**src/rtl/fpga_reset_sequencer.sv**
```systemverilog
// Board-level reset sequencer: lock/button sync, debounce, staged release
// of peripheral and core resets, exit-status capture and a heartbeat LED.
module fpga_reset_sequencer #(
  parameter int unsigned DEBOUNCE_CYCLES      = 1000000,
  parameter int unsigned HOLD_CYCLES          = 1024,
  parameter int unsigned STAGGER_CYCLES       = 64,
  parameter bit          BTN_ACTIVE_HIGH      = 1'b1,
  parameter int unsigned CLK_LED_COUNT_LENGTH = 27
) (
  input  logic        clk_i,
  input  logic        rst_ni,
  input  logic        clk_locked_i,
  input  logic        btn_rst_i,
  input  logic        exit_valid_i,
  input  logic [31:0] exit_value_i,
  output logic        periph_rst_no,
  output logic        core_rst_no,
  output logic        rst_led_o,
  output logic        clk_led_o,
  output logic        exit_done_o,
  output logic        exit_value_o,
  output logic [1:0]  state_o
);

  localparam int unsigned SMAX =
    (HOLD_CYCLES > STAGGER_CYCLES) ? HOLD_CYCLES : STAGGER_CYCLES;
  localparam int unsigned SW = $clog2(SMAX + 1);
  localparam int unsigned DW = $clog2(DEBOUNCE_CYCLES + 1);
  localparam logic BTN_IDLE = !BTN_ACTIVE_HIGH;

  typedef enum logic [1:0] {
    WAIT_LOCK = 2'd0,
    HOLD      = 2'd1,
    STAGGER   = 2'd2,
    RUN       = 2'd3
  } state_e;

  logic [1:0] lock_q;
  logic [1:0] btn_q;
  logic       lock_sync;
  logic       btn_sync;
  logic          db_q;
  logic [DW-1:0] db_cnt_q;
  state_e        state_q, state_d;
  logic [SW-1:0] cnt_q, cnt_d;
  logic          exit_done_q;
  logic          exit_val_q;
  logic [CLK_LED_COUNT_LENGTH-1:0] hb_q;
  logic unused_exit_bits;

  assign unused_exit_bits = ^exit_value_i[31:1];

  // Button flops reset to the raw idle level so btn_sync starts released.
  always_ff @(posedge clk_i) begin
    if (!rst_ni) begin
      lock_q <= 2'b00;
      btn_q  <= {2{BTN_IDLE}};
    end else begin
      lock_q <= {lock_q[0], clk_locked_i};
      btn_q  <= {btn_q[0], btn_rst_i};
    end
  end

  assign lock_sync = lock_q[1];
  assign btn_sync  = BTN_ACTIVE_HIGH ? btn_q[1] : ~btn_q[1];

  always_ff @(posedge clk_i) begin
    if (!rst_ni) begin
      db_q     <= 1'b0;
      db_cnt_q <= '0;
    end else if (btn_sync == db_q) begin
      db_cnt_q <= '0;
    end else if (db_cnt_q == DW'(DEBOUNCE_CYCLES - 1)) begin
      db_q     <= btn_sync;
      db_cnt_q <= '0;
    end else begin
      db_cnt_q <= db_cnt_q + DW'(1);
    end
  end

  always_ff @(posedge clk_i) begin
    if (!rst_ni) begin
      state_q <= WAIT_LOCK;
      cnt_q   <= '0;
    end else begin
      state_q <= state_d;
      cnt_q   <= cnt_d;
    end
  end

  always_comb begin
    state_d = state_q;
    cnt_d   = cnt_q;
    if (!lock_sync) begin
      state_d = WAIT_LOCK;
    end else if (db_q && (state_q == STAGGER || state_q == RUN)) begin
      state_d = HOLD;
    end else begin
      unique case (state_q)
        WAIT_LOCK: begin
          if (!db_q) state_d = HOLD;
        end
        HOLD: begin
          if (db_q)
            cnt_d = '0;
          else if (cnt_q == SW'(HOLD_CYCLES - 1))
            state_d = STAGGER;
          else
            cnt_d = cnt_q + SW'(1);
        end
        STAGGER: begin
          if (cnt_q == SW'(STAGGER_CYCLES - 1))
            state_d = RUN;
          else
            cnt_d = cnt_q + SW'(1);
        end
        RUN: ;
        default: state_d = WAIT_LOCK;
      endcase
    end
    if (state_d != state_q) cnt_d = '0;
  end

  // Exit status only lives inside a RUN period.
  always_ff @(posedge clk_i) begin
    if (!rst_ni) begin
      exit_done_q <= 1'b0;
      exit_val_q  <= 1'b0;
    end else if (state_q != RUN) begin
      exit_done_q <= 1'b0;
      exit_val_q  <= 1'b0;
    end else if (exit_valid_i && !exit_done_q) begin
      exit_done_q <= 1'b1;
      exit_val_q  <= exit_value_i[0];
    end
  end

  always_ff @(posedge clk_i) begin
    if (!rst_ni) hb_q <= '0;
    else         hb_q <= hb_q + 1'b1;
  end

  assign periph_rst_no = (state_q == STAGGER) || (state_q == RUN);
  assign core_rst_no   = (state_q == RUN);
  assign rst_led_o     = core_rst_no;
  assign clk_led_o     = hb_q[CLK_LED_COUNT_LENGTH-1];
  assign exit_done_o   = exit_done_q;
  assign exit_value_o  = exit_val_q;
  assign state_o       = state_q;

endmodule

```
**config.mk**
```make
export PLATFORM = sky130hd
export DESIGN_NAME = fpga_reset_sequencer
export DESIGN_NICKNAME = d
export VERILOG_FILES = /design/src/rtl/fpga_reset_sequencer.sv
export SDC_FILE = /design/constraint.sdc
export NUM_CORES = 1
export LEC_CHECK = 0
export CORE_AREA = 5 5 82 84
export CTS_BUF_LIST = sky130_fd_sc_hd__clkbuf_8 sky130_fd_sc_hd__clkbuf_16
export CTS_CLUSTER_SIZE = 28
export DETAILED_ROUTE_END_ITERATION = 16
export DIE_AREA = 0 0 87 89
export GPL_ROUTABILITY_DRIVEN = 0
export HOLD_SLACK_MARGIN = 0.12
export PLACE_DENSITY = 0.78
export SLEW_MARGIN = 10
export SYNTH_ARGS = -nofsm -noshare
export SYNTH_HDL_FRONTEND = slang
export SYNTH_SLANG_ARGS = --single-unit
```
**constraint.sdc**
```tcl
create_clock -name clk_i -period 4.2 [get_ports clk_i]
set_input_delay 0.84 -clock clk_i [delete_from_list [all_inputs] [get_ports clk_i]]
set_output_delay 0.84 -clock clk_i [all_outputs]
set_load 0.005 [all_outputs]
```
==> results.cfg, run 1 <==
[placement]
port_buffers = 13
hpwl_microns = 3800

[logic_synthesis]
syn-cell-area_sq_um = 3100
synth_nets = 394
yosysSeqAreaShare_pct = 43.3
yosysWarnings = 0
ys.flop_type = dfxtp_1
synthArstFlopShare_pct = 0
yosysTopAreaCell = dfxtp_1
synth.avg_cell_area_sq_um = 8.76
yosysTopAreaCellShare_pct = 43.3
synthTopCellsByArea = dfxtp_1 43%, xnor2_1 7.3%, and2_1 6.1%
synthCells = 354
synth_seq_cells = 67
synth_edf_count = 0
synth.distinct_cells = 42

[floorplan]
die_area_sq_um = 7740
core_sq_um = 5850
die_y_microns = 89
initial_utilization_pct = 53.0
boundaryPins = 45
fp-row-count = 28
die_w_microns = 87

[cts]
insertion_delay_ps = 340
cts_sinks = 67
cts_resized = 0
cts_max_level = 3
cts_buffers = 9
cts_setup_buffers = 0
cts_tree = done
clockBufferDepth = 2
cts.clk_slew.worst_paths_ps = 80
cts-root-buf = clkbuf_8
ctsHoldBuffers = 0

[sta]
fin_tns_setup_ps = 0
drv_slew = 0
fin_crit_ps = 2550
holdWs_ps = 426
setup-violations-final = 0
tightest_slew_ps = 780
rsz0062_at_grt = no
finalHoldViolCount = 0
slew_headroom_pct = 47.3
finalClockSkew_ps = 10.8
fin_crit_sh_pct = 60.8
fmaxAchievable_mhz = 392

[worst_hold_path]
min_path_cells = 1
hp-class = reg2reg
whs_endpoint = lock_q[1]
worstHoldStart = lock_q[0]

[pwr]
p_total_mw = 1.13
power.leakage_nw = 1.15
vdd_drop_max_v = 0.000241
power.density_nw_per_um2 = 328

[route]
drc = 0
drtPass1Iterations = 5
dr_wl_met3_microns = 231
wire_per_inst_microns = 12.3
drt-met1-wl_microns = 2620
top_layer = met4
route.met2.wl_microns = 2510
viasPerCell = 5.47
antenna_left = 0
drtIter0Drc = 50
wirelength_microns = 5490
vias = 2434

[grt]
grt.total_usage_pct = 16.1
grt_first_pass_wirelength_microns = 9800
overflow = 0
antenna_found_initial = 0
grt_max_degree = 28
grt_pass1_vias = 2234

[critical_path]
crit_fanout = 9
crit_path_start_kind = register
regToRegEndpoint = db_cnt_q[14]
ff2ff_path_depth = 5
r2r_slack_ps = 1940
worstSetupPathType = reg2out
arrival_ps = 1710
r2r-start = db_cnt_q[2]
worstPathRequired_ps = 3360
endpoint_kind = output port

[finish]
nets = 405
n_antenna_cell = 0
area_growth_pct = 11.1
fill_cells = 519
drive_above_1_share_pct = 6.49
utilization_pct = 58.9

[status]
status = completed

[flow_run]
drv_cap = 0
## per-layer routing
layer | GRT usage, % | up-vias
met2 | 26.1 | 43
met3 | 6.36 | 10
met1 | 19.3 | 1120
met5 | 0 | -
met4 | 6.37 | 0
li1 | - | 1261
## sequential cells by signal (all words and copies together) (netlist names)
name	flops
lock_q	2
btn_q	2
exit_value_o	1
db_q	1
cnt_q	11
state_o	2
exit_done_o	1
hb_q	27
db_cnt_q	20
## cell type report
| class | count | area [sq um] | share of cell area (%) |
|---|---|---|---|
| Multi-Input combinational cell | 265 | 1670 | 48.5 |
| Sequential cell | 67 | 1340 | 38.9 |
| Clock buffer | 10 | 138 | 3.99 |
| Timing Repair Buffer | 14 | 138 | 3.99 |
| Tap cell | 75 | 93.8 | 2.72 |
| Clock inverter | 6 | 33.8 | 0.980 |
| Inverter | 8 | 30.0 | 0.871 |
## through the flow
step	instances	area [sq um]	worst slack, ps
after detailed placement	429	3270	1720
final	445	3450	1650
after global placement	429	3270	1770
after floorplan	354	3100	2280
after global routing	445	3450	1480
after CTS	445	3450	1620
## cells by family after synthesis
group / share of synthesized area [%]
buffers and inverters: 2.82
AND/OR/NAND/NOR: 33.2
XOR/XNOR: 12.4
flip-flops: 43.3
AO/OA/AOI/OAI: 6.42
multiplexers: 0.646
adder cells (fa/ha/maj): 1.21
## worst max path at each step
stage / startpoint / to / slack (ps)
2_1_floorplan: cnt_q[0] / cnt_q[10] / 2280
3_3_place_gp: rst_ni / db_cnt_q[1] / 1770
3_5_place_dp: rst_ni / db_cnt_q[8] / 1720
4_1_cts: state_o[0] / core_rst_no / 1620
5_1_grt: state_o[1] / rst_led_o / 1480
6_report: state_o[0] / core_rst_no / 1650
## layout by cell type, fill, tap and decap left out, types with 2 or more instances in the layout
master,instances
nand2_1,21
nor2b_1,5
nor4_1,11
a21boi_0,2
clkdlybuf4s50_1,13
xnor2_1,26
nor4b_1,2
o21a_1,2
or3_1,10
nand3_1,22
xor2_1,18
and2_1,30
nor3_1,2
o21ai_0,11
dfxtp_1,67
clkbuf_8,10
a31oi_1,2
nor2_1,39
clkinv_2,2
nand4_1,19
ha_1,3
a21oi_1,9
and3_1,4
mux2i_1,2
and4_1,9
inv_1,10
## cell usage after synthesis, types with 2 or more instances
cell type  instances
and3_1             4
or3_1             10
o21ai_0           11
a21oi_1            9
nor4_1            11
dfxtp_1           67
nand2_1           21
xnor2_1           26
nand3_1           22
inv_1              8
xor2_1            18
nor2_1            39
nor4b_1            2
mux2i_1            2
nand4_1           19
clkbuf_1          12
and2_1            30
nor3_1             2
nor2b_1            5
and4_1             9
a21boi_0           2
ha_1               3
o21a_1             2
a31oi_1            2
## worst max-delay path: stages (launching register included)
cell and delay (ps):
dfxtp_1 460, inv_1 190, nor2_1 190, clkdlybuf4s50_1 530
## where the power goes
group / internal, mW / total, mW / switching, mW
sequential: 0.640 / 0.643 / 0.00316
combinational: 0.0124 / 0.0263 / 0.0139
clock: 0.225 / 0.462 / 0.237
(Power assumes the default switching activity.)
==> run 2, diff against run 1 <==
- CORE_AREA: 5 5 82 84 -> 5 5 86 88
- DIE_AREA: 0 0 87 89 -> 0 0 91 93
- PLACE_DENSITY: 0.78 -> 0.74
- clock period: 4.2 -> 2.19 ns (I/O delays scaled with it)
==> results.cfg, run 2 (synthesized netlist as in run 1, its figures left out) <==
[pwr]
vdd_drop_max_v = 0.000542
p_int_mw = 1.87
power.leakage_nw = 1.20
netSwitchingFraction_pct = 20.4
power.density_nw_per_um2 = 661
p_total_mw = 2.35
pwr-share-clk_pct = 45.2
p_comb_share_pct = 2.3
seqPwrFrac_pct = 52.5
power.switching_mw = 0.480

[finish]
n_antenna_cell = 0
top_regs = hb_q x27, db_cnt_q x20, cnt_q x11
largest_register_ffs = 27
final_common_cell = dfxtp_1
multi_input_area_sq_um = 1680
utilization_pct = 54.1
final_cell_mix = 65 x dfxtp_1, 38 x nor2_1, 30 x and2_1, 26 x xnor2_1, 22 x nand3_1
seq_area_sq_um = 1340
area_growth_pct = 14.6
drive_above_1_share_pct = 9.84
nets = 411
finalInstanceArea_sq_um = 3550
fill_cells = 610
largest-register = hb_q

[route]
wirelength_microns = 5680
drtPass1Iterations = 4
drtIter0Drc = 94
wire_per_inst_microns = 12.5
viasPerCell = 5.37
drc = 0
vias = 2447
antenna_left = 0

[critical_path]
crit_path_start_kind = register
r2r_slack_ps = 150
crit_slowest_cell = clkdlybuf4s50_1
crit_start = state_o[1]
ff2ff_path_depth = 7
endpoint_kind = output port
worstSetupPathType = reg2out
worstPathRequired_ps = 1750
crit_chain = buf_4 -> inv_1 -> nor2_2 -> clkdlybuf4s50_1
r2r-start = cnt_q[0]
path_depth = 4
crit_fanout = 6
critPathBufInv = 3
critical_path.top_delay_family = buffers and inverters
arrival_ps = 1650
cpPeakStageDelay_ps = 530

[grt]
grt_first_pass_wirelength_microns = 9770
grt_pass1_vias = 2281
overflow = 0
grt_max_degree = 37
grt.total_usage_pct = 13.8
antenna_found_initial = 0

[worst_hold_path]
worstHoldStart = lock_q[0]
min_path_cells = 1
hp-class = reg2reg

[cts]
cts_max_level = 3
insertion_delay_ps = 340
clockBufferDepth = 2
cts_buffers = 9
cts_tree = done
cts-root-buf = clkbuf_8
cts_sinks = 67
cts.clk_slew.worst_paths_ps = 70

[flow_run]
drv_cap = 0

[floorplan]
boundaryPins = 45
initial_utilization_pct = 47.2
die_w_microns = 91
die_y_microns = 93
core_sq_um = 6570
fp-row-count = 30
die_area_sq_um = 8460

[sta]
fin_crit_ps = 2090
tightest_slew_ps = 435
drv_slew = 0
finalHoldViolCount = 0
fmaxAchievable_mhz = 479
holdWs_ps = 441
slew_headroom_pct = 70.7
fin_crit_sh_pct = 95.4
setup-violations-final = 0
fin_tns_setup_ps = 0
finalClockSkew_ps = 8.78
rsz0062_at_grt = no

[placement]
place_area_sq_um = 3320
port_buffers = 13
hpwl_microns = 3910

[status]
status = completed
[run 2: cell types whose count changed in the layout (fill, tap and decap cells not counted), sizes merged]
cell / previous run / this run
buf: 1 / 7
clkbuf: 10 / 12
inv: 10 / 8
bufinv: 0 / 1
clkinv: 3 / 2
[run 2: final cells by class]
cell class	count	area share, %
inverters	8	0.845
multi-input cells	265	47.4
clock inverters	4	1.34
repair buffers	20	5.14
flip-flops and latches	67	37.8
well taps	80	2.82
clock buffers	12	4.65
[run 2: what timing repair did]
| item | 4_1_cts | 5_1_grt |
|---|---|---|
| buffers inserted | 0 | 1 |
| resized for setup | 1 | 4 |
| endpoints found under the hold margin | 0 | 0 |
| pin swaps | 0 | 1 |
| setup endpoints to repair | 2 | 12 |
| hold buffers | 0 | 0 |
[run 2: routing by layer]
metal  up-vias  global-route usage [%]  wire (microns)
li1       1267                       -               -
met1      1133                    17.5            2760
met2        35                    22.4            2620
met3        12                    2.65             179
met4         0                    7.21             121
met5         -                       0               0
[run 2: path summary, 6_finish.rpt]
kind,to
max,rst_led_o
min,lock_q[1]
max reg2reg,cnt_q[9]
min reg2reg,lock_q[1]
[run 2: through the flow]
step	setup slack (ps)	std cells
2_1_floorplan	265	354
3_3_place_gp	163	439
3_5_place_dp	94.4	439
4_1_cts	10.7	455
5_1_grt	1.76	456
6_report	101	456
[run 2: worst register-to-register path: stages, from the launching register on]
cell      delay [ps]
dfxtp_1          370
ha_1             210
nand4b_1         230
or3b_2           530
and3_2           220
o21ai_2          130
buf_4            180
a21oi_1           60
[run 2: power by group through the flow]
stage / combinational [mW] / clock [mW] / sequential (mW)
final: 0.0539 / 1.06 / 1.23
after global routing: 0.0605 / 1.15 / 1.23
after CTS: 0.0545 / 1.10 / 1.23
after detailed placement: 0.0540 / 0 / 1.26
after global placement: 0.0534 / 0 / 1.26
after floorplan: 0.0334 / 0 / 1.26
